--- config.mk ---
export PLATFORM = sky130hd
export DESIGN_NAME = note_sequencer_flat
export DESIGN_NICKNAME = d
export VERILOG_FILES = /design/src/rtl/note_sequencer_pkg.sv /design/src/rtl/note_sequencer_if.sv /design/src/rtl/note_sequencer_sync_edge.sv /design/src/rtl/note_sequencer.sv /design/src/flat_wrapper.sv
export SDC_FILE = /design/constraint.sdc
export NUM_CORES = 1
export LEC_CHECK = 0
export ABC_CLOCK_PERIOD_IN_PS = 2500
export CAP_MARGIN = 30
export CELL_PAD_IN_SITES_DETAIL_PLACEMENT = 0
export CELL_PAD_IN_SITES_GLOBAL_PLACEMENT = 1
export CORE_UTILIZATION = 25
export CTS_CLUSTER_SIZE = 8
export DETAILED_ROUTE_END_ITERATION = 10
export GPL_ROUTABILITY_DRIVEN = 0
export PLACE_DENSITY = 0.54
export SETUP_SLACK_MARGIN = 0.15
export SLEW_MARGIN = 20
export SYNTH_ARGS = -nofsm -noshare
export SYNTH_HDL_FRONTEND = slang
export SYNTH_HIERARCHICAL = 1
export SYNTH_SLANG_ARGS = --single-unit
--- constraint.sdc ---
create_clock -name inclk -period 2.5 [get_ports inclk]
set_input_delay 0.25 -clock inclk [delete_from_list [all_inputs] [get_ports inclk]]
set_output_delay 0.25 -clock inclk [all_outputs]
set_load 0.01 [all_outputs]
--- src/rtl/note_sequencer_pkg.sv ---
// Shared note table, divisor helper and FSM state type for the note sequencer.
package note_pkg;
  localparam int NUM_NOTES = 8;
  localparam int IDX_W     = 3;
  localparam int NOTE_HZ [NUM_NOTES] = '{262, 294, 330, 349, 392, 440, 494, 523};

  typedef enum logic [1:0] {IDLE, MANUAL, AUTO_PLAY, AUTO_GAP} seq_state_t;

  function automatic logic [31:0] note_div(input int unsigned clk_hz, input int idx);
    return 32'(clk_hz / 32'(NOTE_HZ[idx]));
  endfunction
endpackage

--- src/rtl/note_sequencer_if.sv ---
// User-control / NDivider-facing signal bundle of the note sequencer.
interface note_sequencer_if;
  import note_pkg::*;
  logic             start_btn;
  logic             stop_btn;
  logic             auto_mode;
  logic [IDX_W-1:0] note_sel;
  logic [31:0]      divisor;
  logic             audio_en;
  logic [IDX_W-1:0] note_idx;
  logic             step_pulse;
  logic             busy;

  modport master (output start_btn, stop_btn, auto_mode, note_sel,
                  input  divisor, audio_en, note_idx, step_pulse, busy);
  modport slave  (input  start_btn, stop_btn, auto_mode, note_sel,
                  output divisor, audio_en, note_idx, step_pulse, busy);
endinterface

--- src/rtl/note_sequencer_sync_edge.sv ---
// 2-FF synchroniser for an async pushbutton plus a one-cycle rising-edge pulse.
module sync_edge (
  input  logic clk,
  input  logic rst_n,
  input  logic d,
  output logic rise
);
  logic s1, s2, s2_d;

  always_ff @(posedge clk or negedge rst_n)
    if (!rst_n) begin
      s1   <= 1'b0;
      s2   <= 1'b0;
      s2_d <= 1'b0;
    end else begin
      s1   <= d;
      s2   <= s1;
      s2_d <= s2;
    end

  assign rise = s2 & ~s2_d;
endmodule

--- src/rtl/note_sequencer.sv ---
// Turns start/stop buttons, mode and note switches into an NDivider divisor
// plus audio gate; auto mode walks the C4..C5 scale with a silent gap per note.
module note_sequencer
  import note_pkg::*;
#(
  parameter int unsigned CLK_HZ     = 50_000_000,
  parameter int unsigned NOTE_TICKS = 25_000_000,
  parameter int unsigned GAP_TICKS  = 2_500_000,
  parameter bit          LOOP       = 1'b1
) (
  input logic             inclk,
  input logic             reset,
  note_sequencer_if.slave bus
);
  localparam logic [31:0] PLAY_LAST = 32'(NOTE_TICKS - 1);
  localparam logic [31:0] GAP_LAST  = 32'(GAP_TICKS - 1);

  logic [31:0] div_rom [NUM_NOTES];
  for (genvar i = 0; i < NUM_NOTES; i++) begin : g_rom
    assign div_rom[i] = note_div(CLK_HZ, i);
  end

  logic start_e, stop_e;
  sync_edge u_start (.clk(inclk), .rst_n(reset), .d(bus.start_btn), .rise(start_e));
  sync_edge u_stop  (.clk(inclk), .rst_n(reset), .d(bus.stop_btn),  .rise(stop_e));

  // Switches are levels: synchronise {auto_mode, note_sel} without edge detection.
  logic [IDX_W:0] sw_s1, sw_s2;
  always_ff @(posedge inclk or negedge reset)
    if (!reset) begin
      sw_s1 <= '0;
      sw_s2 <= '0;
    end else begin
      sw_s1 <= {bus.auto_mode, bus.note_sel};
      sw_s2 <= sw_s1;
    end

  logic             auto_s;
  logic [IDX_W-1:0] sel_s;
  assign auto_s = sw_s2[IDX_W];
  assign sel_s  = sw_s2[IDX_W-1:0];

  seq_state_t       state, state_n;
  logic [IDX_W-1:0] idx, idx_n;
  logic [31:0]      cnt, cnt_n;
  logic             step, step_n;
  logic [31:0]      div_q;

  always_ff @(posedge inclk or negedge reset)
    if (!reset) begin
      state <= IDLE;
      idx   <= '0;
      cnt   <= '0;
      step  <= 1'b0;
      div_q <= note_div(CLK_HZ, 0);
    end else begin
      state <= state_n;
      idx   <= idx_n;
      cnt   <= cnt_n;
      step  <= step_n;
      div_q <= div_rom[idx];
    end

  // Stop outranks start; a start edge always re-samples auto_mode.
  always_comb begin
    state_n = state;
    idx_n   = idx;
    cnt_n   = cnt;
    step_n  = 1'b0;
    if (stop_e) begin
      state_n = IDLE;
      cnt_n   = '0;
    end else if (start_e) begin
      cnt_n = '0;
      if (auto_s) begin
        state_n = AUTO_PLAY;
        idx_n   = '0;
      end else begin
        state_n = MANUAL;
        idx_n   = sel_s;
      end
    end else begin
      unique case (state)
        MANUAL: idx_n = sel_s;
        AUTO_PLAY:
          if (cnt == PLAY_LAST) begin
            state_n = AUTO_GAP;
            cnt_n   = '0;
          end else cnt_n = cnt + 32'd1;
        AUTO_GAP:
          if (cnt == GAP_LAST) begin
            cnt_n = '0;
            if (!LOOP && idx == IDX_W'(NUM_NOTES - 1)) state_n = IDLE;
            else begin
              state_n = AUTO_PLAY;
              idx_n   = idx + IDX_W'(1);
              step_n  = 1'b1;
            end
          end else cnt_n = cnt + 32'd1;
        default: ;
      endcase
    end
  end

  assign bus.divisor    = div_q;
  assign bus.audio_en   = (state == MANUAL) || (state == AUTO_PLAY);
  assign bus.note_idx   = idx;
  assign bus.step_pulse = step;
  assign bus.busy       = (state != IDLE);
endmodule

--- src/flat_wrapper.sv ---
// flat-port wrapper written by rule: the top's interface ports become plain ports
module note_sequencer_flat import note_pkg::*;
#(
  parameter int unsigned CLK_HZ     = 50_000_000,
  parameter int unsigned NOTE_TICKS = 25_000_000,
  parameter int unsigned GAP_TICKS  = 2_500_000,
  parameter bit          LOOP       = 1'b1
)
  (inclk, reset, bus_start_btn, bus_stop_btn, bus_auto_mode, bus_note_sel, bus_divisor, bus_audio_en, bus_note_idx, bus_step_pulse, bus_busy);
  note_sequencer_if bus_i ();
  input logic inclk;
  input logic reset;
  input wire logic [$bits(bus_i.start_btn)-1:0] bus_start_btn;
  input wire logic [$bits(bus_i.stop_btn)-1:0] bus_stop_btn;
  input wire logic [$bits(bus_i.auto_mode)-1:0] bus_auto_mode;
  input wire logic [$bits(bus_i.note_sel)-1:0] bus_note_sel;
  output wire logic [$bits(bus_i.divisor)-1:0] bus_divisor;
  output wire logic [$bits(bus_i.audio_en)-1:0] bus_audio_en;
  output wire logic [$bits(bus_i.note_idx)-1:0] bus_note_idx;
  output wire logic [$bits(bus_i.step_pulse)-1:0] bus_step_pulse;
  output wire logic [$bits(bus_i.busy)-1:0] bus_busy;
  assign bus_i.start_btn = bus_start_btn;
  assign bus_i.stop_btn = bus_stop_btn;
  assign bus_i.auto_mode = bus_auto_mode;
  assign bus_i.note_sel = bus_note_sel;
  assign bus_divisor = bus_i.divisor;
  assign bus_audio_en = bus_i.audio_en;
  assign bus_note_idx = bus_i.note_idx;
  assign bus_step_pulse = bus_i.step_pulse;
  assign bus_busy = bus_i.busy;
  note_sequencer #(.CLK_HZ(CLK_HZ), .NOTE_TICKS(NOTE_TICKS), .GAP_TICKS(GAP_TICKS), .LOOP(LOOP)) u_core (.inclk(inclk), .reset(reset), .bus(bus_i));
endmodule
* Word-level counts from Yosys, hierarchy flattened *
Memories as Yosys holds them, arrays and structs flattened. A register that Yosys moved wholly into a read port is not among the register bits.
Cells that the tools add are included.

storage, ports and cells
  register bits = 52
  logic and storage cells = 55
  output and inout port bits = 38
  bits in read-only memories = 256
  memories kept = 1

memory list
  name             words  bits a word  rd ports  clocked after Yosys merged registers in  write ports  line                  source
  (no name shown)  8      32           1         1                                        0            note_sequencer.sv:61  div_q <= div_rom[idx];

cells by class
  $add $sub $neg = 2
  reductions and logical operators = 7
  multiplexer cells = 19
  bitwise operators = 6
  equality and inequality tests = 8

operators with widths
  kind                                                                count
  32-bit two-way mux                                                  4
  32-bit case mux with 2 select lines                                 1
  32-bit by 1-bit adder with 32-bit output (second input constant)    1
  32-bit by 22-bit == test with 1-bit output (second input constant)  1
  32-bit by 25-bit == test with 1-bit output (second input constant)  1
  2-bit two-way mux                                                   5
  3-bit two-way mux                                                   3
  4-bit by 1-bit != test with 1-bit output (second input constant)    2
  3-bit case mux with 2 select lines                                  1
  3-bit AND reduction                                                 2
  2-bit == test (second input constant)                               2
  1-bit two-way mux                                                   4
  3-bit NOT with 4-bit output                                         1
  2-bit case mux with 2 select lines                                  1
  4-bit nonzero test                                                  1
  3-bit by 1-bit adder with 3-bit output (second input constant)      1
  3-bit by 1-bit != test with 1-bit output (second input constant)    1
  1-bit NOT                                                           3
  3-bit nonzero test                                                  1
  1-bit bitwise AND                                                   2
  2-bit by 1-bit == test with 1-bit output (second input constant)    1
  2-bit nonzero test                                                  1
  1-bit logical NOT                                                   1
  1-bit logical OR                                                    1

* Longest topological paths before layout *
Gate-level depths: netlist (run 1).

  depth after elaboration = 5
  mapped depth = 8
  gate-level depth less buffers = 8

* By module *
Netlist (run 1), hierarchy kept.

by module, submodules not included
  module          area each (um^2)  cells an instance  seq. area each (um^2)  instances
  note_sequencer  3,130.5           296                1,564.0                1
  sync_edge       88.8              4                  75.1                   2

* Worst setup path after synthesis (run 1) *
OpenSTA, ideal clock, no wires.

  path kind = flip-flop to flip-flop
  from = register u_core.cnt[22]
  to = register u_core.idx[1] (netlist: u_core/bus.note_idx[1])
  data arrival time = 2.101 ns
  library setup time = 0.125 ns
  stages on the path, launching flop included = 7
  buffers on the path = 0
  required time = 2.375 ns
  path slack = 0.274 ns
  path through = dfrtp_1 > or4_4 > or4_4 > o21ai_1 > a21oi_1 > nor2_2 > mux2_2

on the way
  cells in the longest elaborated chain, start to end = 3

ends and longest elaborated chain
  element                                                    line                  source
  from (decl)                                                note_sequencer.sv:45  logic [31:0] cnt, cnt_n;
  from (signal assigned)                                     note_sequencer.sv:59  cnt <= cnt_n;
  32-bit by 22-bit == test with 1-bit output                 note_sequencer.sv:91  if (cnt == GAP_LAST) begin
  3-bit by 1-bit != test with 1-bit output (no source line)  -
  3-bit AND reduction (no source line)                       -
  to (signal assigned)                                       note_sequencer.sv:58  idx <= idx_n;
  to (decl)                                                  note_sequencer.sv:44  logic [IDX_W-1:0] idx, idx_n;

No other way between the ends.
A chain may end at the register's enable or synchronous reset.

* Worst setup path in the final report (run 1) *
Ends and elaborated chain as after synthesis.

==> results of run 1 <==
-- synth_stat cells, types with 3 or more instances --
library cell,count
nor3_1,4
xor2_1,20
nor2_2,11
nor2_1,33
ha_1,12
nand3_1,8
and3_1,7
xnor2_1,11
nand2b_1,3
inv_1,10
dfstp_2,10
and2_1,5
nand2_1,18
nor4_1,8
buf_6,3
nand4_1,10
o21ai_0,8
a21oi_1,7
mux2i_1,6
buf_4,16
dfrtp_1,58
clkbuf_1,4
and4_1,4
-- per-stage QoR --
step	hold slack (ns)	area (µm²)	utilization, %	setup slack (ns)
final	0.3452	4219	33.03	0.2006
after global routing	0.3417	4219	33.03	0.1314
after CTS	0.3391	4182	32.74	0.1784
after detailed placement	0.3282	3835	30.02	0.1437
after global placement	0.3339	3835	30.02	0.1848
after floorplan	-0.04559	3357	-	0.2743
-- cells in the final DEF (no fill, tap or decap), types with 3 or more instances in the layout --
cell type	netlist	layout
a21oi_1	7	6
and2_1	5	5
and3_1	7	7
and4_1	4	4
buf_4	16	15
clkbuf_16	0	9
clkdlybuf4s50_1	0	30
conb_1	1	14
dfrtp_1	58	57
dfstp_2	10	10
ha_1	12	12
inv_1	10	10
mux2i_1	6	6
nand2_1	18	18
nand2b_1	3	3
nand3_1	8	8
nand4_1	10	10
nor2_1	33	33
nor2_2	11	11
nor3_1	4	4
nor4_1	8	6
o21ai_0	8	8
xnor2_1	11	11
xor2_1	20	20
-- final timing paths --
kind | from | to | cells past startpoint
max in group asynchronous | reset | u_core/bus.divisor[8] | 3
setup reg to reg | u_core/cnt[22] | u_core/bus.note_idx[1] | 6
min in group asynchronous | reset | u_core/cnt[14] | 2
hold / removal | u_core/u_start/s1 | u_core/u_start/s2 | 0
setup / recovery | u_core/cnt[22] | u_core/bus.note_idx[1] | 6
hold reg to reg | u_core/u_start/s1 | u_core/u_start/s2 | 0
-- cell families (layout without fill, tap and decap cells) --
logic type	Yosys count	after routing	synth area share (%)
mux	9	9	2.950
buf+inv	34	75	6.354
compound gates	26	26	5.257
flops	68	68	51.82
other cells	1	14	0.1134
fa+ha+maj	12	12	4.538
simple gates	123	123	20.76
xor+xnor	31	31	8.207
-- state kept, by name (all words and copies together), names as in the netlist, 2 cells and up --
name	flops
u_core/state	2
u_core/sw_s2	4
u_core/bus.note_idx	3
u_core/bus.divisor	16
u_core/sw_s1	4
u_core/cnt	32
-- repair_timing --
item / 4_1_cts / 5_1_grt
endpoints found under the hold margin: 27 / 0
pin swaps: 0 / 2
setup endpoints to repair: 2 / 26
resized for setup: 2 / 4
setup buffers: 0 / 3
hold buffers: 1 / 0
-- report_power, final --
| part | internal, µW | total [µW] | switching, µW |
|---|---|---|---|
| Combinational | 366 | 680 | 315 |
| Sequential | 1270 | 1360 | 85.8 |
| Clock | 899 | 1370 | 475 |
-- worst reg2reg max path: cells and delay by family (launching register included) --
family | cells | cell delay [ns]
DFF | 1 | 0.40
AOI/OAI and AO/OA | 2 | 0.27
and+or+nand+nor | 3 | 1.17
muxes | 1 | 0.34
-- layer usage --
layer  vias up  track usage (%)  wire length (µm)
met1      1089            15.19              3342
met4         0            7.089               179
li1       1114                -                 -
met3        11            2.214               188
met5         -                0                 0
met2        45            16.29              3043
-- cell type report --
class	count	share of cell area [%]
timing repair buffer	49	11.09
sequential	68	40.66
clock buffer	10	5.664
tap	172	5.101
inverter	10	0.8897
multi-input combinational	215	34.52
clock inverter	6	2.076
==> metrics.md, run 1 <==
| Metric | Value |
|---|---|
| Multi-input logic area | `1456 µm²` |
| Finished Layout Cells | `530` |
| RSZ-0062 raised after global routing | `yes` |
| CP max stage cell | `or4_4` |
| HP Class | `reg -> reg` |
| CTS tree | `done` |
| Worst setup EP type | `flip-flop` |
| Slew @ Worst Pin | `0.7001 ns` |
| Synth-to-Final Area Change | `27.53%` |
| Crit-path most repeated cell | `or4_4` |
| Final HPWL DP | `4.694 mm` |
| Tmin final | `2.299 ns` |
| Num CTS Buffers | `9` |
| PD cells | `809.2 nW/µm²` |
| Share of layout cells above drive strength 1 | `19.83%` |
| Rows | `41` |
| Chip Width | `117.0 µm` |
| Via count | `2259` |
| WL/cell | `12.74 µm` |
| WL final | `6.754 mm` |
| Cells along the critical path | `or4_4 -> or4_4 -> o21ai_2 -> a21oi_2 -> nor2_2 -> mux2_2` |
| 1st-iter DRT viols | `103` |
| Placed cell count | `510` |
| Seq/Total Area, Yosys | `51.82%` |
| Drt via density | `4.262` |
| IO Port Bufs | `31` |
| Syn Inst Count | `304` |
| Yosys warns | `6` |
| Die Ht | `117.0 µm` |
| H-tree depth | `3` |
| Post-layout power | `3414 µW` |
| Final Max Slew Viols | `0` |
| Reg clk slew, reported paths | `0.06 ns` |
| Worst Setup Path Type | `reg -> reg` |
| Total gr overflow | `0` |
| Unique cell type count in the Yosys netlist | `45` |
| Flop-to-flop setup slack | `0.20 ns` |
| Leak | `0.001813 µW` |
| Crit path DAT | `2.52 ns` |
| Fin crit share | `91.98%` |
| Max-cap violations | `0` |
| Maximum clock rate | `434.9 MHz` |
| Clk buf depth | `2` |
| Nets | `373` |
| Peak VDD IR | `0.0002626 V` |
| Main synth FF type | `dfrtp_1` |
| Number of synthesized register bits | `68` |
| Sum of negative setup slack | `0 ns` |
| Async set-reset flop share out of synthesis | `100.0%` |
| Initial antenna violation count | `0` |
| WP buf/inv | `0` |
| CP delay by family, top | `simple AND/OR/NAND/NOR gates` |
| CTS Sinks | `68` |
| Crit start category | `flip-flop` |
| FILL cells | `1286` |
| I/O pin count | `46` |
| Synth top area cells | `dfrtp_1, dfstp_2, xor2_1` |
| Largest net degree at the start of global routing | `42` |
| Core Region | `12770 µm²` |
| GRT Util Overall | `11.19%` |
| Crit path required time | `2.72 ns` |
| Final Hold Viols | `0` |
| Worst-skew pair later-pin latency | `0.33 ns` |
| Avg Inst Size Synth | `10.88 µm²` |
| Post-synth top area share | `43.87%` |
| Synthesized area | `3308 µm²` |
| Vias in the first global route | `2256` |
| Total iterations of the first detailed-routing run | `4` |
| Starting Density | `25.90%` |
| EDFF count, synth | `0` |
| Slew HR | `53.33%` |
| CP max stage delay | `0.54 ns` |
| Outcome | `finished clean` |
| First-pass GRT wire length | `11.42 mm` |
| Worst Path Max Fanout | `4` |
| Final clock skew | `0.005588 ns` |
| FF/Latch Area | `1715 µm²` |
| Antenna diodes | `0` |
| Setup-failing EPs final | `0` |
| Die area | `13700 µm²` |
| Antenna-violating nets left | `0` |
| Root Driver | `clkbuf_16` |
| Drt drc | `0` |
| Yosys top cell by area | `dfrtp_1` |
No activity file was read; power rests on OpenSTA's default activity.
==> inputs of run 2 (changes only) <==
ABC_CLOCK_PERIOD_IN_PS = 2400   (was 2500)
CTS_CLUSTER_DIAMETER = 40   (was not set)
clock period = 2.4 ns   (was 2.5 ns; I/O delays follow)
==> metrics.md, run 2 (synthesized netlist as in run 1, its figures left out) <==
| Metric | Value |
|---|---|
| Num CTS Buffers | `9 (unchanged)` |
| Share of layout cells above drive strength 1 | `22.31% (was 19.83%)` |
| CTS tree | `done (unchanged)` |
| CTS Sinks | `68 (unchanged)` |
| Peak VDD IR | `0.0003614 V (was 0.0002626 V)` |
| Cells along the critical path | `or4_4 -> or4_4 -> mux2_4 -> o21ai_4 -> buf_12 -> nor2_1 (was or4_4 -> or4_4 -> o21ai_2 -> a21oi_2 -> nor2_2 -> mux2_2)` |
| Most frequent cells in the layout | `dfrtp_1, nor2_1, clkdlybuf4s50_1, buf_4, xor2_1 (was dfrtp_1, nor2_1, clkdlybuf4s50_1)` |
| Final HPWL DP | `4.899 mm (was 4.694 mm)` |
| Die Ht | `117.0 µm (unchanged)` |
| Psw | `935.1 µW (was 875.5 µW)` |
| Max-cap violations | `0 (unchanged)` |
| IO Port Bufs | `31 (unchanged)` |
| Via count | `2327 (was 2259)` |
| Crit start category | `flip-flop (unchanged)` |
| GRT Util Overall | `11.40% (was 11.19%)` |
| Leading cell type in the layout, fill and taps excluded | `dfrtp_1 (unchanged)` |
| Final clock skew | `0.003946 ns (was 0.005588 ns)` |
| Reg clk slew, reported paths | `0.05 ns (was 0.06 ns)` |
| Setup-failing EPs final | `0 (unchanged)` |
| 1st-iter DRT viols | `102 (was 103)` |
| Leak | `0.001885 µW (was 0.001813 µW)` |
| Clk network pwr share | `42.0% (was 40.2%)` |
| Rows | `41 (unchanged)` |
| Outcome | `finished clean (unchanged)` |
| Core Region | `12770 µm² (unchanged)` |
| Max reg flops | `32 (unchanged)` |
| WL/cell | `12.74 µm (about the same)` |
| Clk buf depth | `2 (unchanged)` |
| Worst setup EP type | `flip-flop (unchanged)` |
| Worst Path Max Fanout | `25 (was 4)` |
| Antenna diodes | `0 (unchanged)` |
| Logic gate share of total power | `20.8% (was 19.9%)` |
| Crit path DAT | `2.47 ns (was 2.52 ns)` |
| WL final | `6.928 mm (was 6.754 mm)` |
| H-tree depth | `3 (unchanged)` |
| Largest reg by FF count | `u_core/cnt (unchanged)` |
| Critical R2R Launch | `u_core/cnt[22] (unchanged)` |
| Final Max Slew Viols | `0 (unchanged)` |
| Seq pwr share | `37.2% (was 39.8%)` |
| Sum of negative setup slack | `0 ns (unchanged)` |
| CP max stage cell | `or4_4 (unchanged)` |
| Drt drc | `0 (unchanged)` |
| Vias in the first global route | `2293 (was 2256)` |
| I/O pin count | `46 (unchanged)` |
| Smallest hold slack | `0.3374 ns (was 0.3452 ns)` |
| Largest net degree at the start of global routing | `42 (unchanged)` |
| Fin crit share | `93.70% (was 91.98%)` |
| Chip Width | `117.0 µm (unchanged)` |
| Antenna-violating nets left | `0 (unchanged)` |
| Final Hold Viols | `0 (unchanged)` |
| Int Pwr | `2765 µW (was 2539 µW)` |
| Crit-path most repeated cell | `or4_4 (unchanged)` |
| Crit path required time | `2.62 ns (was 2.72 ns)` |
| Slew HR | `66.04% (was 53.33%)` |
| Slew @ Worst Pin | `0.5094 ns (was 0.7001 ns)` |
| HP Class | `in -> reg (was reg -> reg)` |
| Root Driver | `clkbuf_16 (unchanged)` |
| Starting Density | `25.90% (unchanged)` |
| Die area | `13700 µm² (unchanged)` |
| Synth-to-Final Area Change | `30.94% (was 27.53%)` |
| CP max stage delay | `0.53 ns (was 0.54 ns)` |
| RSZ-0062 raised after global routing | `yes (unchanged)` |
| Nets | `387 (was 373)` |
| Total iterations of the first detailed-routing run | `4 (unchanged)` |
| Drt via density | `4.278 (was 4.262)` |
| Tmin final | `2.249 ns (was 2.299 ns)` |
| WP buf/inv | `1 (was 0)` |
| Flop-to-flop setup slack | `0.15 ns (was 0.20 ns)` |
| PD cells | `854.2 nW/µm² (was 809.2 nW/µm²)` |
| Maximum clock rate | `444.7 MHz (was 434.9 MHz)` |
| Worst-skew pair later-pin latency | `0.34 ns (was 0.33 ns)` |
| Startpoint of the lowest-slack hold path | `bus_note_sel[0] (was u_core/u_start/s1)` |
| Worst Setup Path Type | `reg -> reg (unchanged)` |
| Initial antenna violation count | `0 (unchanged)` |
| First-pass GRT wire length | `11.63 mm (was 11.42 mm)` |
| Crit path launch | `u_core/cnt[22] (unchanged)` |
| Switching Fraction | `25.27% (was 25.64%)` |
| Total gr overflow | `0 (unchanged)` |
| CP delay by family, top | `simple AND/OR/NAND/NOR gates (unchanged)` |
==> run 2: power groups by stage <==
stage	Clock, µW	Combinational (µW)	Sequential (µW)
after floorplan	0	309	1480
after global placement	0	765	1400
after detailed placement	0	764	1400
after CTS	1590	770	1380
after global routing	1630	854	1390
final	1550	769	1380
==> run 2: worst paths after layout <==
| kind | depth (start not counted) | to |
|---|---|---|
| max in group asynchronous | 3 | u_core/bus.divisor[0] |
| worst min register to register | 0 | u_core/sw_s2[3] |
| worst max register to register | 6 | u_core/cnt[22] |
| min in group asynchronous | 3 | u_core/cnt[19] |
| worst min-delay path | 1 | u_core/sw_s1[0] |
| worst max-delay path | 6 | u_core/cnt[22] |
==> run 2: per-layer routing <==
| layer | wire [µm] | GRT usage (%) |
|---|---|---|
| met2 | 3102 | 16.37 |
| met5 | 0 | 0 |
| met1 | 3457 | 15.66 |
| met4 | 123 | 5.823 |
| met3 | 244 | 3.141 |
==> run 2: through the flow <==
stage	instance area [µm²]	setup WS [ns]	utilization (%)	total power, µW	cells
2_1_floorplan	3357	0.1743	-	1784	317
3_3_place_gp	3913	0.1329	30.63	2166	522
3_5_place_dp	3913	0.1245	30.63	2167	522
4_1_cts	4277	0.1286	33.48	3745	539
5_1_grt	4332	0.06385	33.91	3878	544
6_report	4332	0.1513	33.91	3700	544
==> run 2: worst register-to-register path: stages (launching register included) <==
cell and delay [ns]:
dfrtp_1 0.38, or4_4 0.53, or4_4 0.51, mux2_4 0.29, o21ai_4 0.16, buf_12 0.19
nor2_1 0.08
==> run 2: timing repair <==
action                     in CTS  in global routing
hold endpoints to repair       58                  0
hold buffers                    1                  0
setup buffers                   0                  5
gates resized for setup         1                  3
cloned                          0                  0
setup endpoints to repair      18                 32
==> run 2: layout make-up <==
cell class	instances	area [µm²]
multi-input cells	215	1454
clock inverters	6	111.4
fillers	1284	8442
flip-flops and latches	68	1714
clock buffers	10	239.0
well taps	172	215.2
inverters	10	37.54
repair buffers	63	560.5
==> inputs of run 3 (changes only) <==
ABC_CLOCK_PERIOD_IN_PS = 2600   (was 2400)
clock period = 2.6 ns   (was 2.4 ns; I/O delays follow)
==> metrics.md, run 3 (synthesized netlist as in run 1, its figures left out) <==
| Metric | Value |
|---|---|
| Outcome | `finished clean (unchanged)` |
| Die area | `13700 µm² (unchanged)` |
| Share of layout cells above drive strength 1 | `17.33% (was 22.31%)` |
| GRT Util Overall | `10.87% (was 11.40%)` |
| Final Max Slew Viols | `0 (unchanged)` |
| Total gr overflow | `0 (unchanged)` |
| Maximum clock rate | `422.2 MHz (was 444.7 MHz)` |
| Tmin final | `2.368 ns (was 2.249 ns)` |
| Num CTS Buffers | `9 (unchanged)` |
| Chip Width | `117.0 µm (unchanged)` |
| Crit start category | `flip-flop (unchanged)` |
| Final core occ | `32.42% (was 33.91%)` |
| Peak VDD IR | `0.0002410 V (was 0.0003614 V)` |
| Sum of negative setup slack | `0 ns (unchanged)` |
| CTS tree | `done (unchanged)` |
| Clk buf depth | `2 (unchanged)` |
| Synth-to-Final Area Change | `25.19% (was 30.94%)` |
| IO Port Bufs | `31 (unchanged)` |
| Logic gate share of total power | `20.5% (was 20.8%)` |
| Vias in the first global route | `2187 (was 2293)` |
| H-tree depth | `3 (unchanged)` |
| Antenna diodes | `0 (unchanged)` |
| Slew HR | `55.67% (was 66.04%)` |
| Worst-skew pair later-pin latency | `0.33 ns (was 0.34 ns)` |
| Via count | `2245 (was 2327)` |
| PD cells | `768.0 nW/µm² (was 854.2 nW/µm²)` |
| Largest net degree at the start of global routing | `42 (unchanged)` |
| Root Driver | `clkbuf_16 (unchanged)` |
| Seq pwr share | `41.1% (was 37.2%)` |
| Most frequent cells in the layout | `dfrtp_1, nor2_1, clkdlybuf4s50_1 (was dfrtp_1, nor2_1, clkdlybuf4s50_1, buf_4, xor2_1)` |
| Switching Fraction | `27.12% (was 25.27%)` |
| Nets | `367 (was 387)` |
| Drt drc | `0 (unchanged)` |
| Largest reg by FF count | `u_core/cnt (unchanged)` |
| Crit path required time | `2.82 ns (was 2.62 ns)` |
| Core Region | `12770 µm² (unchanged)` |
| Psw | `862.5 µW (was 935.1 µW)` |
| Crit path DAT | `2.59 ns (was 2.47 ns)` |
| Drt via density | `4.284 (was 4.278)` |
| WL final | `6.597 mm (was 6.928 mm)` |
| Fin crit share | `91.09% (was 93.70%)` |
| Int Pwr | `2318 µW (was 2765 µW)` |
| Total iterations of the first detailed-routing run | `4 (unchanged)` |
| Initial antenna violation count | `0 (unchanged)` |
| Max-cap violations | `0 (unchanged)` |
| Final instance area | `4141 µm² (was 4332 µm²)` |
| Max reg flops | `32 (unchanged)` |
| I/O pin count | `46 (unchanged)` |
| First-pass GRT wire length | `11.12 mm (was 11.63 mm)` |
| 1st-iter DRT viols | `96 (was 102)` |
| Die Ht | `117.0 µm (unchanged)` |
| HP Class | `reg -> reg (was in -> reg)` |
| Antenna-violating nets left | `0 (unchanged)` |
| Setup-failing EPs final | `0 (unchanged)` |
| Reg clk slew, reported paths | `0.06 ns (was 0.05 ns)` |
| Leading cell type in the layout, fill and taps excluded | `dfrtp_1 (unchanged)` |
| Clk network pwr share | `38.4% (was 42.0%)` |
| Starting Density | `25.90% (unchanged)` |
| CTS Sinks | `68 (unchanged)` |
| FILL cells | `1321 (was 1284)` |
| Final clock skew | `0.005318 ns (was 0.003946 ns)` |
| Cell Area, Placed | `3805 µm² (was 3913 µm²)` |
| Rows | `41 (unchanged)` |
| Worst Setup Path Type | `reg -> reg (unchanged)` |
| Multi-input logic area | `1450 µm² (was 1454 µm²)` |
| Leak | `0.001760 µW (was 0.001885 µW)` |
| Worst Path Max Fanout | `4 (was 25)` |
| Worst setup EP type | `flip-flop (unchanged)` |
| RSZ-0062 raised after global routing | `no (was yes)` |
| Placed cell count | `506 (was 522)` |
| Slew @ Worst Pin | `0.6649 ns (was 0.5094 ns)` |
| Finished Layout Cells | `524 (was 544)` |
| Final HPWL DP | `4.622 mm (was 4.899 mm)` |
| FF/Latch Area | `1714 µm² (unchanged)` |
| WL/cell | `12.59 µm (was 12.74 µm)` |
| Final Hold Viols | `0 (unchanged)` |
==> run 3: area by class of cell <==
type | instances | share of cell area (%)
inverter | 10 | 0.9063
sequential | 68 | 41.39
timing repair buffer | 43 | 10.21
clock inverter | 7 | 1.843
clock buffer | 9 | 5.438
multi-input combinational | 215 | 35.02
tap | 172 | 5.196
==> run 3: repair_timing <==
action / CTS / global route
setup buffers: 0 / 1
endpoints found under the setup margin: 0 / 10
hold buffers: 1 / 0
hold endpoints to repair: 27 / 0
gates resized for setup: 0 / 3
==> run 3: final timing paths <==
check,endpoint,depth (start not counted),startpoint,slack (ns)
worst max-delay path,u_core/bus.note_idx[1],6,u_core/cnt[22],0.23
worst min-delay path,u_core/sw_s2[0],0,u_core/sw_s1[0],0.35
worst max register to register,u_core/bus.note_idx[1],6,u_core/cnt[22],0.23
worst min register to register,u_core/sw_s2[0],0,u_core/sw_s1[0],0.35
max in group asynchronous,u_core/bus.divisor[13],3,reset,1.39
min in group asynchronous,u_core/cnt[12],2,reset,0.50
==> run 3: routing by layer <==
layer / global-route usage [%] / share of wire (%)
met5: 0 / 0
met2: 15.07 / 44
met4: 6.835 / 2.3
met3: 2.214 / 2.0
met1: 15.37 / 52
==> run 3: per-stage QoR <==
stage / hold slack [ns] / worst slack, ns / power, µW
finish: 0.3475 / 0.2317 / 3181
global placement: 0.3343 / 0.1872 / 1977
detailed placement: 0.3347 / 0.1808 / 1980
floorplan: -0.03559 / 0.3743 / 1647
global route: 0.3491 / 0.1673 / 3362
CTS: 0.3466 / 0.1676 / 3234
==> run 3: power groups by stage <==
stage | logic (µW) | clock network, µW | registers, µW
3_3_place_gp | 650 | 0 | 1330
6_report | 650 | 1220 | 1310
4_1_cts | 652 | 1270 | 1310
2_1_floorplan | 285 | 0 | 1360
5_1_grt | 718 | 1320 | 1330
3_5_place_dp | 647 | 0 | 1330
==> run 3: critical path: stages (launching register included) <==
cell and delay, ns:
dfrtp_1 0.42, or4_4 0.55, or4_4 0.52, o21ai_4 0.15, a21oi_1 0.10, nor2_2 0.16
mux2_2 0.34
